$ cat src/rtl/onchip_ram_arbiter.sv
// Two-port Avalon-MM arbiter in front of one single-port on-chip RAM.
// Round-robin on contention, one transaction per cycle, read data one cycle after grant.
module onchip_ram_arbiter #(
    parameter int ADDR_W = 9,
    parameter int DATA_W = 32
) (
    input  logic                clk,
    input  logic                reset,
    input  logic                freeze,

    input  logic [ADDR_W-1:0]   s0_address,
    input  logic [DATA_W/8-1:0] s0_byteenable,
    input  logic                s0_read,
    input  logic                s0_write,
    input  logic [DATA_W-1:0]   s0_writedata,
    output logic [DATA_W-1:0]   s0_readdata,
    output logic                s0_waitrequest,
    output logic                s0_readdatavalid,

    input  logic [ADDR_W-1:0]   s1_address,
    input  logic [DATA_W/8-1:0] s1_byteenable,
    input  logic                s1_read,
    input  logic                s1_write,
    input  logic [DATA_W-1:0]   s1_writedata,
    output logic [DATA_W-1:0]   s1_readdata,
    output logic                s1_waitrequest,
    output logic                s1_readdatavalid,

    output logic [ADDR_W-1:0]   ram_address,
    output logic [DATA_W/8-1:0] ram_byteenable,
    output logic [DATA_W-1:0]   ram_writedata,
    output logic                ram_chipselect,
    output logic                ram_write,
    output logic                ram_clken,
    input  logic [DATA_W-1:0]   ram_readdata,

    output logic                dbg_last_grant
);

    localparam int BE_W = DATA_W / 8;

    // Handshake: a request (read or write high) is accepted in a cycle where its
    // waitrequest is low; the requester must hold it unchanged while waitrequest is high.
    // Read data is qualified by readdatavalid exactly one cycle after acceptance.

    typedef enum logic {
        LAST0 = 1'b0,
        LAST1 = 1'b1
    } last_e;

    last_e last_grant_q, last_grant_d;
    logic  rd_pend_q, rd_pend_d;
    logic  rd_owner_q, rd_owner_d;

    logic req0, req1;
    logic grant0, grant1;

    assign req0 = s0_read | s0_write;
    assign req1 = s1_read | s1_write;

    // Grant and next-state logic for the last_grant FSM and read tracker.
    always_comb begin
        grant0       = 1'b0;
        grant1       = 1'b0;
        last_grant_d = last_grant_q;
        rd_pend_d    = 1'b0;
        rd_owner_d   = rd_owner_q;

        if (!reset && !freeze) begin
            if (req0 && req1) begin
                if (last_grant_q == LAST0) grant1 = 1'b1;
                else                       grant0 = 1'b1;
            end else if (req0) begin
                grant0 = 1'b1;
            end else if (req1) begin
                grant1 = 1'b1;
            end
        end

        if (grant0) begin
            last_grant_d = LAST0;
            rd_pend_d    = ~s0_write;
            rd_owner_d   = 1'b0;
        end else if (grant1) begin
            last_grant_d = LAST1;
            rd_pend_d    = ~s1_write;
            rd_owner_d   = 1'b1;
        end

        // LAST1 after reset so that port 0 wins the first contention.
        if (reset) begin
            last_grant_d = LAST1;
            rd_pend_d    = 1'b0;
            rd_owner_d   = 1'b0;
        end
    end

    always_ff @(posedge clk) begin
        if (reset) begin
            last_grant_q <= LAST1;
            rd_pend_q    <= 1'b0;
            rd_owner_q   <= 1'b0;
        end else begin
            last_grant_q <= last_grant_d;
            rd_pend_q    <= rd_pend_d;
            rd_owner_q   <= rd_owner_d;
        end
    end

    always_comb begin
        ram_address    = s0_address;
        ram_writedata  = s0_writedata;
        ram_byteenable = {BE_W{1'b1}};
        ram_write      = 1'b0;
        if (grant1) begin
            ram_address   = s1_address;
            ram_writedata = s1_writedata;
            ram_write     = s1_write;
            if (s1_write) ram_byteenable = s1_byteenable;
        end else if (grant0) begin
            ram_write = s0_write;
            if (s0_write) ram_byteenable = s0_byteenable;
        end
    end

    assign ram_chipselect = grant0 | grant1;
    assign ram_clken      = ~reset;

    assign s0_waitrequest = ~grant0;
    assign s1_waitrequest = ~grant1;

    // Gating with reset drops a response whose grant was immediately followed by reset.
    assign s0_readdatavalid = rd_pend_q & ~rd_owner_q & ~reset;
    assign s1_readdatavalid = rd_pend_q &  rd_owner_q & ~reset;

    assign s0_readdata = ram_readdata;
    assign s1_readdata = ram_readdata;

    assign dbg_last_grant = last_grant_q;

endmodule

$ cat config.mk
export PLATFORM = sky130hd
export DESIGN_NAME = onchip_ram_arbiter
export DESIGN_NICKNAME = d
export VERILOG_FILES = /design/src/rtl/onchip_ram_arbiter.sv
export SDC_FILE = /design/constraint.sdc
export NUM_CORES = 1
export LEC_CHECK = 0
export CAP_MARGIN = 20
export CELL_PAD_IN_SITES_DETAIL_PLACEMENT = 0
export CELL_PAD_IN_SITES_GLOBAL_PLACEMENT = 2
export CORE_ASPECT_RATIO = 1.1
export CORE_MARGIN = 10
export CORE_UTILIZATION = 10
export CTS_BUF_LIST = sky130_fd_sc_hd__clkbuf_8
export DETAILED_ROUTE_END_ITERATION = 10
export GPL_TIMING_DRIVEN = 0
export HOLD_SLACK_MARGIN = 0.03
export MAX_ROUTING_LAYER = met4
export PLACE_DENSITY = 0.95
export REMOVE_ABC_BUFFERS = 1
export SLEW_MARGIN = 25
export SYNTH_ARGS = -nofsm -noshare
export SYNTH_HDL_FRONTEND = slang
export SYNTH_SLANG_ARGS = --single-unit
$ cat constraint.sdc
create_clock -name clk -period 1.7 [get_ports clk]
set_input_delay 0.425 -clock clk [delete_from_list [all_inputs] [get_ports clk]]
set_output_delay 0.425 -clock clk [all_outputs]
set_load 0.02 [all_outputs]
==> summary.txt <==
Outcome
  – Status: finished with violations
  – Failing checks: negative setup slack

Routing
  – Drt pass-1 iters: 3
  – Vias: about 1,500
  – DRT iter0 DRCs: 28
  – DRC: 0
  – Drt total wl: a little under 10,000 um
  – DR WL/cell: 21.89 um
  – Via density: 3.469
  – Antenna Nets Post-Route: 0

Yosys
  – Cells after synthesis: between 100 and 150
  – Yosys top cell by area: mux2_4
  – Post-synthesis async set-or-reset flop share: 0%
  – Post-synth EDFFs: 0
  – Synth area leaders: mux2_4 (41%), buf_4 (35%), dfxtp_1 (4.3%)
  – Synthesis Warnings: 0
  – Seq/Total Area, Yosys: around 4.3%
  – Synth cell count leaders: buf_4 (64), mux2_4 (38), buf_6 (4), o22a_1 (4)
  – Synth top area share: between 40 and 50%
  – Yosys reg bits: 3
  – Most numerous cell in the Yosys netlist: buf_4
  – Post-synth top flop: dfxtp_1
  – Cell variety after synth: 25
  – Syn avg cell area: 9.938 sq um
  – Mapped Area: between 1000 and 1500 sq um

Global routing
  – Antenna violations before repair: 0
  – Gr ovfl total: 0
  – GRT Total Usage: a little under a tenth
  – Largest net degree at the start of global routing: 9
  – Vias in the first global route: roughly 1,700
  – First-pass GRT wire length: between 10,000 and 15,000 um

Die
  – Num ports: between 200 and 250
  – Chip width: roughly 130 um
  – Die area: between 15,000 and 20,000 sq um
  – Num rows: 45
  – Die H: 143.7 um
  – Initial Util: 10.13%
  – Core area: between 10,000 and 15,000 sq um

Worst hold path
  – Hold Path Class: input pin to register

Finish
  – Synthesis-to-finish area growth: 122.8%
  – Fillers: ~1,500
  – Layout cells sized above 1: a little over half
  – Area occupied by multi-input gates: about 930 sq um
  – Diodes inserted: 0
  – Sequential cell area: roughly 64 sq um
  – Final nets: roughly 380

Setup path
  – Crit-path leading delay family: buffers and inverters
  – Critical path endpoint category: output pin
  – Critical Path RT: around 1.3 ns
  – Max incr delay on CP: 0.30 ns
  – Startpoint types: input pin
  – CP cell instances: buf_8 > o21ai_4 > buf_6 > buf_12 > nand3b_4 > buf_12 > mux2_4 > buf_6
  – WP buf/inv: 5
  – Crit Path Category: input pin to output pin
  – CP max stage cell: mux2_4
  – CP arrival: about 1.6 ns
  – CP max FO: 8

Job
  – Max_cap viols: 0

STA
  – F_max: around 0.49 GHz
  – Tcrit/Tclk final: 121.0%
  – Unrepaired setup endpoints after global routing: yes
  – Clk_skew: 0.0005761 ns
  – Final hold violation count: 0
  – Setup TNS: -13.35 ns
  – Tmin final: between 2 and 2.5 ns
  – Final WS setup: -0.3564 ns
  – Max transition margin: 80.72%
  – Worst slew pin tran: 0.2862 ns
  – Fin. max-slew vios: 0
  – Final setup viols: 45

CTS
  – H-tree levels: 1
  – Root Buffer: clkbuf_8
  – Clk sinks: 3
  – Total CTS buffers: 3
  – Post-CTS Hold Buffers: 0
  – Clk buf depth: 2
  – CTS tree: yes
  – CTS clock-pin slew for the worst setup and hold paths: approximately 0.03 ns
  – Worst skew pair latency: between 0.2 and 0.25 ns

Power
  – Leakage: about 1.5 nW
  – Maximum vdd drop: around 0.4 mV
  – Total power: ~1.1 mW
  – Pwr Density: 356.0 nW/um^2

Placement
  – Routability cong.: approximately 0.73
  – Port Buffers: 149
  – HPWL after DPL: around 7200 um
-- final cells by class --
class	instances	share of cell area [%]
Timing Repair Buffer	171	58.74
Tap cell	188	7.590
Inverter	2	0.2422
Multi-Input combinational cell	71	29.92
Clock buffer	3	1.332
Clock inverter	1	0.1211
Sequential cell	3	2.059
-- what timing repair did --
item / 4_1_cts / 5_1_grt
gates resized for setup: 327 / 16
gates cloned: 5 / 0
pin swaps: 7 / 7
setup endpoints to repair: 54 / 49
buffers inserted: 20 / 1
-- kinds of logic after synthesis --
kind of cell,count (synthesis),share of synthesized area [%]
buffers and inverters,70,38.31
muxes,41,43.44
AOI/OAI and AO/OA,13,7.373
and+or+nand+nor,13,6.566
DFF,3,4.317
-- metrics by stage --
stage | instance area (sq um) | util (%) | hold WS (ns) | cells | setup WS, ns
6_report | 3099 | 22.56 | 0.4169 | 439 | -0.3564
5_1_grt | 3099 | 22.56 | 0.4146 | 439 | -0.3954
4_1_cts | 3044 | 22.16 | 0.4097 | 438 | -0.3510
3_5_place_dp | 2592 | 18.87 | 0.4914 | 409 | -1.816
3_3_place_gp | 2592 | 18.87 | 0.4808 | 409 | -1.776
2_1_floorplan | 865.8 | - | 0.4462 | 72 | -0.4415
-- final timing paths --
path             startpoint                 to  slack (ns)  depth (start not counted)
max                s0_write  ram_writedata[29]       -0.36                          8
min                   reset         rd_owner_q        0.42                          2
max reg2reg  dbg_last_grant         rd_owner_q        0.26                          7
min reg2reg      rd_owner_q         rd_owner_q        0.49                          2
-- worst register-to-register path: stages, from the launching register on --
cell      delay (ns)
dfxtp_4         0.35
o21ai_4         0.07
buf_6           0.13
buf_12          0.12
nand3b_4        0.15
buf_4           0.17
buf_4           0.13
a221oi_1        0.22
-- flip-flops by register name (all words and copies together), names as in the netlist --
name	count
dbg_last_grant	1
rd_owner_q	1
rd_pend_q	1
-- cell usage in the layout, fill, tap and decap left out, types with 2 or more instances in the layout --
cell type / netlist / final
and3_1: 2 / 2
clkdlybuf4s50_1: 0 / 91
nand3b_4: 1 / 5
o22a_1: 4 / 4
buf_6: 4 / 46
buf_12: 0 / 9
nor2_4: 1 / 2
inv_1: 2 / 3
buf_2: 0 / 3
mux2_4: 38 / 38
nand2_1: 2 / 2
dlygate4sd2_1: 0 / 3
dfxtp_1: 3 / 2
buf_4: 64 / 17
nand3_4: 0 / 2
clkbuf_8: 0 / 3
mux2_2: 3 / 3
o21a_1: 2 / 2
-- routing by layer --
metal / wire, um / track usage [%] / share of wire (%) / up-vias
met5: 0 / - / 0 / -
met4: 51 / 0.6952 / 0.53 / 0
met3: 1682 / 8.135 / 18 / 10
met2: 3905 / 12.97 / 41 / 176
met1: 3971 / 10.37 / 41 / 681
li1: - / - / - / 656
-- power by group --
part / total, mW / internal (mW) / switching, mW / leakage [nW]
sequential: 0.0773 / 0.0742 / 0.00312 / 0.0246
combinational: 0.823 / 0.520 / 0.304 / 1.40
clock: 0.202 / 0.154 / 0.0486 / 0.0269
(Power assumes the default switching activity.)
